--- src/rtl/matmul_addr_seq_pkg.sv ---
// Shared definitions for the matrix-multiply address sequencer: FSM state
// encoding, request-word field layout and the request-word packer.
package matmul_pkg;

  typedef enum logic [2:0] {
    IDLE,
    FETCH_A,
    FETCH_B0,
    FETCH_B1,
    WAIT_RES,
    STORE,
    FINISH
  } state_t;

  localparam int WORD_W    = 16;
  localparam int BASE_MSB  = 15;
  localparam int BASE_LSB  = 8;
  localparam int AORB_BIT  = 7;
  localparam int NORK_MSB  = 6;
  localparam int NORK_LSB  = 0;

  function automatic logic [WORD_W-1:0] pack_word(input logic [7:0] base,
                                                  input logic       aorb,
                                                  input logic [6:0] nork);
    logic [WORD_W-1:0] w;
    w                     = '0;
    w[BASE_MSB:BASE_LSB]  = base;
    w[AORB_BIT]           = aorb;
    w[NORK_MSB:NORK_LSB]  = nork;
    return w;
  endfunction

endpackage

--- src/rtl/matmul_addr_seq_if.sv ---
// Request-word bus between the sequencer (master) and its command/MAC side.
// Carries the abort input only when MATMUL_ADDR_SEQ_ABORT_EN is defined.
interface matmul_addr_seq_if;
  logic        start;
  logic        res_valid;
`ifdef MATMUL_ADDR_SEQ_ABORT_EN
  logic        abort;
`endif
  logic [15:0] address;
  logic        write_en;
  logic        word_valid;
  logic        k_last;
  logic        busy;
  logic        done;

`ifdef MATMUL_ADDR_SEQ_ABORT_EN
  modport master (
    input  start, res_valid, abort,
    output address, write_en, word_valid, k_last, busy, done
  );
  modport slave (
    output start, res_valid, abort,
    input  address, write_en, word_valid, k_last, busy, done
  );
`else
  modport master (
    input  start, res_valid,
    output address, write_en, word_valid, k_last, busy, done
  );
  modport slave (
    output start, res_valid,
    input  address, write_en, word_valid, k_last, busy, done
  );
`endif
endinterface

--- src/rtl/matmul_addr_seq_hold_timer.sv ---
// Hold timer: reloads to HOLD_CYCLES-1 on load and counts down to zero;
// expire is high on the last clock of a hold.
module matmul_hold_timer #(
  parameter int HOLD_CYCLES = 3
) (
  input  logic clk,
  input  logic rst,
  input  logic load,
  output logic expire
);

  localparam int W = (HOLD_CYCLES > 2) ? $clog2(HOLD_CYCLES) : 1;
  localparam logic [W-1:0] TOP = W'(HOLD_CYCLES - 1);

  logic [W-1:0] cnt;

  always_ff @(posedge clk) begin
    if (rst) begin
      cnt <= '0;
    end else if (load) begin
      cnt <= TOP;
    end else if (cnt != '0) begin
      cnt <= cnt - 1'b1;
    end
  end

  assign expire = (cnt == '0);

endmodule

--- src/rtl/matmul_addr_seq.sv ---
// Loop-nest command sequencer for C = A x B; emits held request words to the
// DRAM controller. Optional abort input via MATMUL_ADDR_SEQ_ABORT_EN.
module matmul_addr_seq
  import matmul_pkg::*;
#(
  parameter int         DIM         = 4,
  parameter int         HOLD_CYCLES = 3,
  parameter logic [7:0] A_BASE      = 8'h00,
  parameter logic [7:0] B_BASE      = 8'h10,
  parameter logic [7:0] C_BASE      = 8'h20
) (
  input logic               clk,
  input logic               rst,
  matmul_addr_seq_if.master bus
);

  localparam int            CW       = 4;
  localparam logic [7:0]    DIM8     = 8'(DIM);
  localparam logic [6:0]    DIM7     = 7'(DIM);
  localparam logic [CW-1:0] LAST_EVN = CW'(DIM - 2);
  localparam logic [CW-1:0] LAST_ROW = CW'(DIM - 1);
  localparam logic [CW-1:0] STEP     = CW'(2);

  state_t        state;
  logic [CW-1:0] i_q, jp_q, kp_q;
  logic [15:0]   address_q;
  logic          write_en_q, word_valid_q, k_last_q, busy_q, done_q;
  logic          load, expire;
  logic          kp_last, jp_last, i_last;

  function automatic logic [7:0] tile_base(input logic [7:0]    origin,
                                           input logic [CW-1:0] row,
                                           input logic [CW-1:0] col);
    return origin + 8'(row) * DIM8 + 8'(col);
  endfunction

  function automatic logic [15:0] a_word(input logic [CW-1:0] row,
                                         input logic [CW-1:0] col);
    return pack_word(tile_base(A_BASE, row, col), 1'b1, 7'd1);
  endfunction

  function automatic logic [15:0] b_word(input logic [CW-1:0] row,
                                         input logic [CW-1:0] col,
                                         input logic          odd);
    return pack_word(tile_base(B_BASE, row, col) + {7'd0, odd}, 1'b1, DIM7);
  endfunction

  function automatic logic [15:0] c_word(input logic [CW-1:0] row,
                                         input logic [CW-1:0] col);
    return pack_word(tile_base(C_BASE, row, col), 1'b0, 7'd1);
  endfunction

  assign kp_last = (kp_q == LAST_EVN);
  assign jp_last = (jp_q == LAST_EVN);
  assign i_last  = (i_q == LAST_ROW);

  // Timer reloads exactly on the edges that enter a held state.
  always_comb begin
    load = 1'b0;
    case (state)
      IDLE:              load = bus.start;
      FETCH_A, FETCH_B0: load = expire;
      FETCH_B1:          load = expire && !kp_last;
      WAIT_RES:          load = bus.res_valid;
      STORE:             load = expire && !(i_last && jp_last);
      default:           load = 1'b0;
    endcase
  end

  matmul_hold_timer #(
    .HOLD_CYCLES(HOLD_CYCLES)
  ) u_hold (
    .clk   (clk),
    .rst   (rst),
    .load  (load),
    .expire(expire)
  );

  always_ff @(posedge clk) begin
    if (rst) begin
      state        <= IDLE;
      i_q          <= '0;
      jp_q         <= '0;
      kp_q         <= '0;
      address_q    <= '0;
      write_en_q   <= 1'b0;
      word_valid_q <= 1'b0;
      k_last_q     <= 1'b0;
      busy_q       <= 1'b0;
      done_q       <= 1'b0;
    end else begin
      done_q <= 1'b0;
`ifdef MATMUL_ADDR_SEQ_ABORT_EN
      if (bus.abort && busy_q) begin
        state        <= IDLE;
        i_q          <= '0;
        jp_q         <= '0;
        kp_q         <= '0;
        write_en_q   <= 1'b0;
        word_valid_q <= 1'b0;
        k_last_q     <= 1'b0;
        busy_q       <= 1'b0;
      end else
`endif
      begin
        case (state)
          IDLE: if (bus.start) begin
            state        <= FETCH_A;
            busy_q       <= 1'b1;
            word_valid_q <= 1'b1;
            address_q    <= a_word(i_q, kp_q);
          end
          FETCH_A: if (expire) begin
            state     <= FETCH_B0;
            address_q <= b_word(kp_q, jp_q, 1'b0);
          end
          FETCH_B0: if (expire) begin
            state     <= FETCH_B1;
            address_q <= b_word(kp_q, jp_q, 1'b1);
            k_last_q  <= kp_last;
          end
          FETCH_B1: if (expire) begin
            k_last_q <= 1'b0;
            if (kp_last) begin
              state        <= WAIT_RES;
              word_valid_q <= 1'b0;
              kp_q         <= '0;
            end else begin
              state     <= FETCH_A;
              kp_q      <= kp_q + STEP;
              address_q <= a_word(i_q, kp_q + STEP);
            end
          end
          WAIT_RES: if (bus.res_valid) begin
            state        <= STORE;
            word_valid_q <= 1'b1;
            write_en_q   <= 1'b1;
            address_q    <= c_word(i_q, jp_q);
          end
          STORE: if (expire) begin
            write_en_q <= 1'b0;
            if (i_last && jp_last) begin
              state        <= FINISH;
              word_valid_q <= 1'b0;
              busy_q       <= 1'b0;
              done_q       <= 1'b1;
              i_q          <= '0;
              jp_q         <= '0;
            end else if (jp_last) begin
              state     <= FETCH_A;
              i_q       <= i_q + CW'(1);
              jp_q      <= '0;
              address_q <= a_word(i_q + CW'(1), '0);
            end else begin
              state     <= FETCH_A;
              jp_q      <= jp_q + STEP;
              address_q <= a_word(i_q, '0);
            end
          end
          FINISH:  state <= IDLE;
          default: state <= IDLE;
        endcase
      end
    end
  end

  assign bus.address    = address_q;
  assign bus.write_en   = write_en_q;
  assign bus.word_valid = word_valid_q;
  assign bus.k_last     = k_last_q;
  assign bus.busy       = busy_q;
  assign bus.done       = done_q;

endmodule

--- src/flat_wrapper.sv ---
// flat-port wrapper written by rule: the top's interface ports become plain ports
module matmul_addr_seq_flat import matmul_pkg::*;
#(
  parameter int         DIM         = 4,
  parameter int         HOLD_CYCLES = 3,
  parameter logic [7:0] A_BASE      = 8'h00,
  parameter logic [7:0] B_BASE      = 8'h10,
  parameter logic [7:0] C_BASE      = 8'h20
)
  (clk, rst, bus_start, bus_res_valid, bus_address, bus_write_en, bus_word_valid, bus_k_last, bus_busy, bus_done);
  matmul_addr_seq_if bus_i ();
  input logic clk;
  input logic rst;
  input wire logic [$bits(bus_i.start)-1:0] bus_start;
  input wire logic [$bits(bus_i.res_valid)-1:0] bus_res_valid;
  output wire logic [$bits(bus_i.address)-1:0] bus_address;
  output wire logic [$bits(bus_i.write_en)-1:0] bus_write_en;
  output wire logic [$bits(bus_i.word_valid)-1:0] bus_word_valid;
  output wire logic [$bits(bus_i.k_last)-1:0] bus_k_last;
  output wire logic [$bits(bus_i.busy)-1:0] bus_busy;
  output wire logic [$bits(bus_i.done)-1:0] bus_done;
  assign bus_i.start = bus_start;
  assign bus_i.res_valid = bus_res_valid;
  assign bus_address = bus_i.address;
  assign bus_write_en = bus_i.write_en;
  assign bus_word_valid = bus_i.word_valid;
  assign bus_k_last = bus_i.k_last;
  assign bus_busy = bus_i.busy;
  assign bus_done = bus_i.done;
  matmul_addr_seq #(.DIM(DIM), .HOLD_CYCLES(HOLD_CYCLES), .A_BASE(A_BASE), .B_BASE(B_BASE), .C_BASE(C_BASE)) u_core (.clk(clk), .rst(rst), .bus(bus_i));
endmodule
--- config.mk ---
export PLATFORM = sky130hd
export DESIGN_NAME = matmul_addr_seq_flat
export DESIGN_NICKNAME = d
export VERILOG_FILES = /design/src/rtl/matmul_addr_seq_pkg.sv /design/src/rtl/matmul_addr_seq_if.sv /design/src/rtl/matmul_addr_seq_hold_timer.sv /design/src/rtl/matmul_addr_seq.sv /design/src/flat_wrapper.sv
export SDC_FILE = /design/constraint.sdc
export NUM_CORES = 1
export LEC_CHECK = 0
export BUFFER_PORTS_ARGS = -buffer_cell sky130_fd_sc_hd__clkbuf_2
export CAP_MARGIN = 20
export CORE_UTILIZATION = 58
export CTS_CLUSTER_SIZE = 8
export DETAILED_ROUTE_END_ITERATION = 6
export GPL_TIMING_DRIVEN = 0
export HOLD_SLACK_MARGIN = 0.03
export PLACE_DENSITY = 0.79
export SYNTH_ARGS = -nofsm -noshare
export SYNTH_HDL_FRONTEND = slang
export SYNTH_SLANG_ARGS = --single-unit
--- constraint.sdc ---
create_clock -name clk -period 2.68 [get_ports clk]
set_input_delay 0.402 -clock clk [delete_from_list [all_inputs] [get_ports clk]]
set_output_delay 0.402 -clock clk [all_outputs]
set_load 0.01 [all_outputs]
# After elaboration in Yosys (flattened, before gate mapping)
# Cells that the tools add are included.
[op_classes]
addsub = 11
n_bitwise = 2
muxes = 40
n_eq_ne = 18
reduce_logical = 27
[op_table]
columns = ["cell", "count"]
rows = [
  ["$mux W16", 8],
  ["$pmux W16 S6", 1],
  ["$mux W3", 8],
  ["$mux W4", 5],
  ["$pmux W3 S6", 1],
  ["$add A8 B4 Y8", 2],
  ["$add A6 B4 Y7", 2],
  ["$mux W14", 1],
  ["$eq A4 B2 Y1 const B", 3],
  ["$ne A2 B1 Y1 const B", 6],
  ["$reduce_bool A2 Y1", 6],
  ["$mux W1", 9],
  ["$reduce_and A3 Y1", 3],
  ["$reduce_and A9 Y1", 1],
  ["$add A4 B2 Y4 const B", 2],
  ["$add A8 B1 Y8 const B", 1],
  ["$ne A2 B2 Y1 const B", 4],
  ["$add A5 B6 Y7 const A", 1],
  ["$add A6 B6 Y7 const A", 1],
  ["$reduce_and A7 Y1", 1],
  ["$eq A3 B2 Y1 const B", 2],
  ["$eq A3 B3 Y1 const B", 2],
  ["$pmux W1 S2", 3],
  ["$reduce_and A6 Y1", 1],
  ["other kinds (17)", 24],
]
[totals]
elab_cells = 110
reg_bits = 38
out_inout_bits = 21
input_bits = 4

# Longest topological paths before layout
[logic_depth]
ltp_word = 6
mapped_depth = 12
depth_no_buf = 11

# Modules after synthesis
# From an unflattened synthesis, not the netlist that was laid out.
[hier_totals]
hier_cells = 251
area_unflattened_um2 = 2078.2
[modules_own_cells]
columns = ["mod", "seq_area_each_um2", "cells_each", "instances", "area_each_um2"]
rows = [
  ["matmul_addr_seq", 580.6, 245, 1, 2010.7],
  ["matmul_hold_timer", 40.0, 6, 1, 67.6],
]

# Worst setup path before layout
# OpenSTA, ideal clock, no wires.
[synth_timing]
kind = "flip-flop to flip-flop"
start = "register u_core.state[0]"
end = "register u_core.address_q[14], in the netlist u_core.bus.address[14]"
synth_period_minus_slack_ps = 2260
n_path_buf = 1
stages_incl_launch_ff = 12
slack_ps = 420
t_required_ps = 2592
setup_time_ps = 88
arrival_ps = 2172
cell_sequence = "dfxtp_1 -> buf_6 -> and3b_1 -> nand2_1 -> xnor2_1 -> inv_1 -> fa_1 -> nor3b_1 -> a21oi_1 -> o32ai_1 -> a21oi_1 -> a311oi_2"
[synth_between]
elab_chain_cells = 3
word_cells_on_any_way = 17
cone_classes = "13 x eq/ne; 1 x mux; 3 x reduce/logical"
[synth_rtl]
columns = ["item", "line", "source"]
rows = [
  ["start, declared", "matmul_addr_seq.sv:24", "state_t state;"],
  ["start signal, assigned", "matmul_addr_seq.sv:81", "state <= IDLE;"],
  ["start signal, assigned", "matmul_addr_seq.sv:108", "state <= FETCH_A;"],
  ["start signal, assigned", "matmul_addr_seq.sv:114", "state <= FETCH_B0;"],
  ["$eq A3 B1 Y1 (tied with other cells)", "matmul_addr_seq.sv:106", "case (state)"],
  ["$reduce_bool A6 Y1 (no line) (tied with other cells)", "--", ""],
  ["$reduce_and A9 Y1 (no line)", "--", ""],
  ["end signal, assigned", "matmul_addr_seq.sv:111", "address_q <= a_word(i_q, kp_q);"],
  ["end signal, assigned", "matmul_addr_seq.sv:115", "address_q <= b_word(kp_q, jp_q, 1'b0);"],
  ["end signal, assigned", "matmul_addr_seq.sv:119", "address_q <= b_word(kp_q, jp_q, 1'b1);"],
  ["end, declared", "matmul_addr_seq.sv:26", "logic [15:0] address_q;"],
]
# Parallel ways exist; a longest one is shown, timed or not.
# A chain may end at the register's enable or synchronous reset.

# Worst setup path in the final report
# Ends and elaborated chain as after synthesis.

==> results.cfg <==
[outcome]
status = finished clean

[timing]
skew_ns = 0.003658
max_freq_mhz = 401.6
setup_ws_ns = 0.1900
slew_violations = 0
layout_min_cycle_time_ns = 2.490
finalSetupTns_ns = 0
worst_slew_pin_slew_ns = 0.6136
whs_ns = 0.3601
relSlewSlack_pct = 58.94
finalCritPeriodShare_pct = 92.91
setup-violations-final = 0
finalHoldViolCount = 0

[clock_network]
cts_buffers = 5
post-cts-setup-buffers = 0
clk_pin_slew_ns = 0.06
clock_latency_ns = 0.28
cts_tree = done
cts_sinks = 31
cts_buffer_depth = 2
htree_levels = 2
root_buffer = clkbuf_8

[synthesis]
synth_simple_gate_area_share_pct = 25.95
synthArstFlopShare_pct = 0
synth_seq_cells = 31
ys_warn_count = 0
synth_largest_area_cell = dfxtp_1
synthAdderAreaFrac_pct = 8.863
synth_mux_area_share_pct = 0.9329
synth_top_family_by_area = simple AND/OR/NAND/NOR gates
synth-main-ff-cell = dfxtp_1
synth.area.top_cells = dfxtp_1 29%, ha_1 7.0%, a21oi_1 6.3%
syn_inst = 264
synthDistinctLibCells = 59
synth_compound_area_share_pct = 22.45
syn-cell-area_um2 = 2146
synth_top_area_share_pct = 28.92
synthXorXnorAreaFrac_pct = 5.306
syn_avg_cell_area_um2 = 8.128
synth_edf_count = 0
ys_seq_area_share_pct = 28.92

[final_layout]
final_cell_mix = 30 x dfxtp_1, 29 x nand2_1, 27 x a21oi_1
design_area_um2 = 2419
drive_above_1_share_pct = 18.71
layout_commonest_cell = dfxtp_1
fin_cells = 340
fillCellCount = 292
finish.utilization_pct = 70.27
fin_nets = 312
syn2layout_area_growth_pct = 12.71
antennaDiodeCount = 0

[drt]
vias = 2009
drtAntennaViolNets = 0
firstDrtPassIters = 4
drt-total-wl_um = 5147
via_per_inst = 5.909
drc = 0
first_iter_violations = 130
avgRoutedWirePerCell_um = 15.14

[power_and_ir_drop]
pwr-share-comb_pct = 39.3
powerDensity_nw_per_um2 = 646.4
seqPwrFrac_pct = 36.6
total_power_mw = 1.563
power.switching_mw = 0.6001
irDropWorstVdd_mv = 0.3264
power.internal_mw = 0.9632
leakage_nw = 0.9772
switching_share_pct = 38.39
p_clk_share_pct = 24.1

[floorplan]
die_w_um = 62.83
core_um2 = 3442
rows = 21
die_y_um = 62.83
io_pins = 25
initial_core_util_pct = 62.34
dieArea_um2 = 3947

[grt]
grt_pass1_vias = 1906
grt_pass1_wl_um = 9045
antenna_found_initial = 0
grt_max_degree = 11
grt_use_total_pct = 29.33
grt_overflow = 0

[worst_hold_path]
hp-class = in2reg
hp-start = bus_res_valid
whs_endpoint = u_core.bus.address[7]$_SDFFE_PP0P_
hold_path_depth = 2

[critical_path]
worstPathRequired_ns = 2.88
rr_worst_depth = 12
critPathKind = reg2reg
start_kind = flip-flop
reg2reg_from = u_core.state[0]$_SDFFE_PP0P_
end_kind = flip-flop
timing.rr.end = u_core.bus.address[14]$_SDFFE_PP0P_
reg2reg_slack_ns = 0.19
worstPathArrival_ns = 2.69
critPathMaxFanout = 10

[placed_design]
gp_congestion = 0.9384
io_buffers = 19
dp_cells = 333
dp_hpwl_um = 3704
placed_area_um2 = 2313
preCtsSetupSlack_ns = 0.01905

[run]
cap_violations = 0
[metal layers]
layer / vias to the layer above / track usage [%] / part of all wire (%)
met1: 929 / 37.04 / 46
met4: 0 / 12.21 / 1.9
met3: 9 / 7.299 / 7.6
met2: 79 / 47.28 / 45
met5: - / 0 / 0
li1: 992 / - / -
[flip-flops by register name, summed over array words and instances, names as in the netlist]
signal	cells
u_core.bus.address	11
u_core.i_q	4
u_core.jp_q	3
u_core.kp_q	3
u_core.state	3
u_core.u_hold.cnt	2
u_core.bus.busy	1
u_core.bus.done	1
u_core.bus.k_last	1
u_core.bus.word_valid	1
u_core.bus.write_en	1
[cells in the mapped netlist, types with 2 or more instances]
cell       instances
nor2b_1            4
ha_1              12
a31oi_1            3
inv_1              8
a21o_1             4
clkbuf_1           8
fa_1               2
or3_1              3
nand2_1           29
o32ai_1            2
nor3_1            10
a21oi_1           27
o21ai_0            9
nand2b_1           6
nand4_1            2
xnor2_1            7
dfxtp_1           31
nand3b_1           4
nor2_1            24
a32oi_1            2
and2_1             3
a311oi_1           3
mux2i_1            2
buf_2              4
nand3_1            5
a2111oi_0          2
a211oi_1           4
buf_4              6
buf_6              3
xor2_1             6
[cell type report]
cell class / count / area (µm²) / share of cell area, %
clock buffer: 6 / 82.58 / 3.414
multi-input combinational: 208 / 1398 / 57.79
timing repair buffer: 19 / 95.09 / 3.932
buffer: 21 / 128.9 / 5.329
tap: 46 / 57.56 / 2.380
sequential: 31 / 621.8 / 25.71
inverter: 8 / 30.03 / 1.242
clock inverter: 1 / 5.005 / 0.2069
[how the worst max path moves through the flow]
stage	end	slack, ns	start
finish	u_core.bus.address[14]$_SDFFE_PP0P_	0.19	u_core.state[0]$_SDFFE_PP0P_
global route	u_core.bus.address[14]$_SDFFE_PP0P_	-0.0004	u_core.state[0]$_SDFFE_PP0P_
CTS	u_core.bus.address[14]$_SDFFE_PP0P_	0.04	u_core.state[0]$_SDFFE_PP0P_
detailed placement	u_core.bus.address[14]$_SDFFE_PP0P_	0.02	u_core.kp_q[1]$_SDFFE_PP0P_
global placement	u_core.bus.address[14]$_SDFFE_PP0P_	0.07	u_core.kp_q[1]$_SDFFE_PP0P_
floorplan	u_core.bus.address[14]$_SDFFE_PP0P_	0.42	u_core.state[0]$_SDFFE_PP0P_
[cell families (layout without fill, tap and decap cells)]
| family | count (synthesis) | in the layout |
|---|---|---|
| adder cells (fa/ha/maj) | 14 | 14 |
| multiplexers | 2 | 2 |
| XOR/XNOR | 13 | 13 |
| AO/OA/AOI/OAI | 69 | 69 |
| buffers and inverters | 29 | 55 |
| flip-flops | 31 | 31 |
| other | 1 | 5 |
| AND/OR/NAND/NOR | 105 | 105 |
[worst max-delay path: stages (launching register included)]
cell      delay (ns)
dfxtp_1         0.35
buf_6           0.15
and3b_1         0.25
nand2_1         0.07
o21ai_0         0.09
ha_1            0.21
inv_1           0.06
fa_2            0.39
nor3b_2         0.18
a21oi_1         0.06
o32ai_1         0.24
a21oi_1         0.15
a311oi_2        0.22
[power groups by stage]
stage	Clock (mW)	Combinational [mW]	Sequential, mW
floorplan	0	0.412	0.600
global placement	0	0.600	0.578
detailed placement	0	0.600	0.581
CTS	0.383	0.606	0.572
global route	0.401	0.673	0.579
finish	0.377	0.615	0.571
[repair_timing]
| item | in CTS | in global routing |
|---|---|---|
| endpoints found under the setup margin | 1 | 3 |
| resized for setup | 1 | 4 |
| pin swaps | 0 | 0 |
| hold buffers | 0 | 0 |
(Power assumes the default switching activity.)
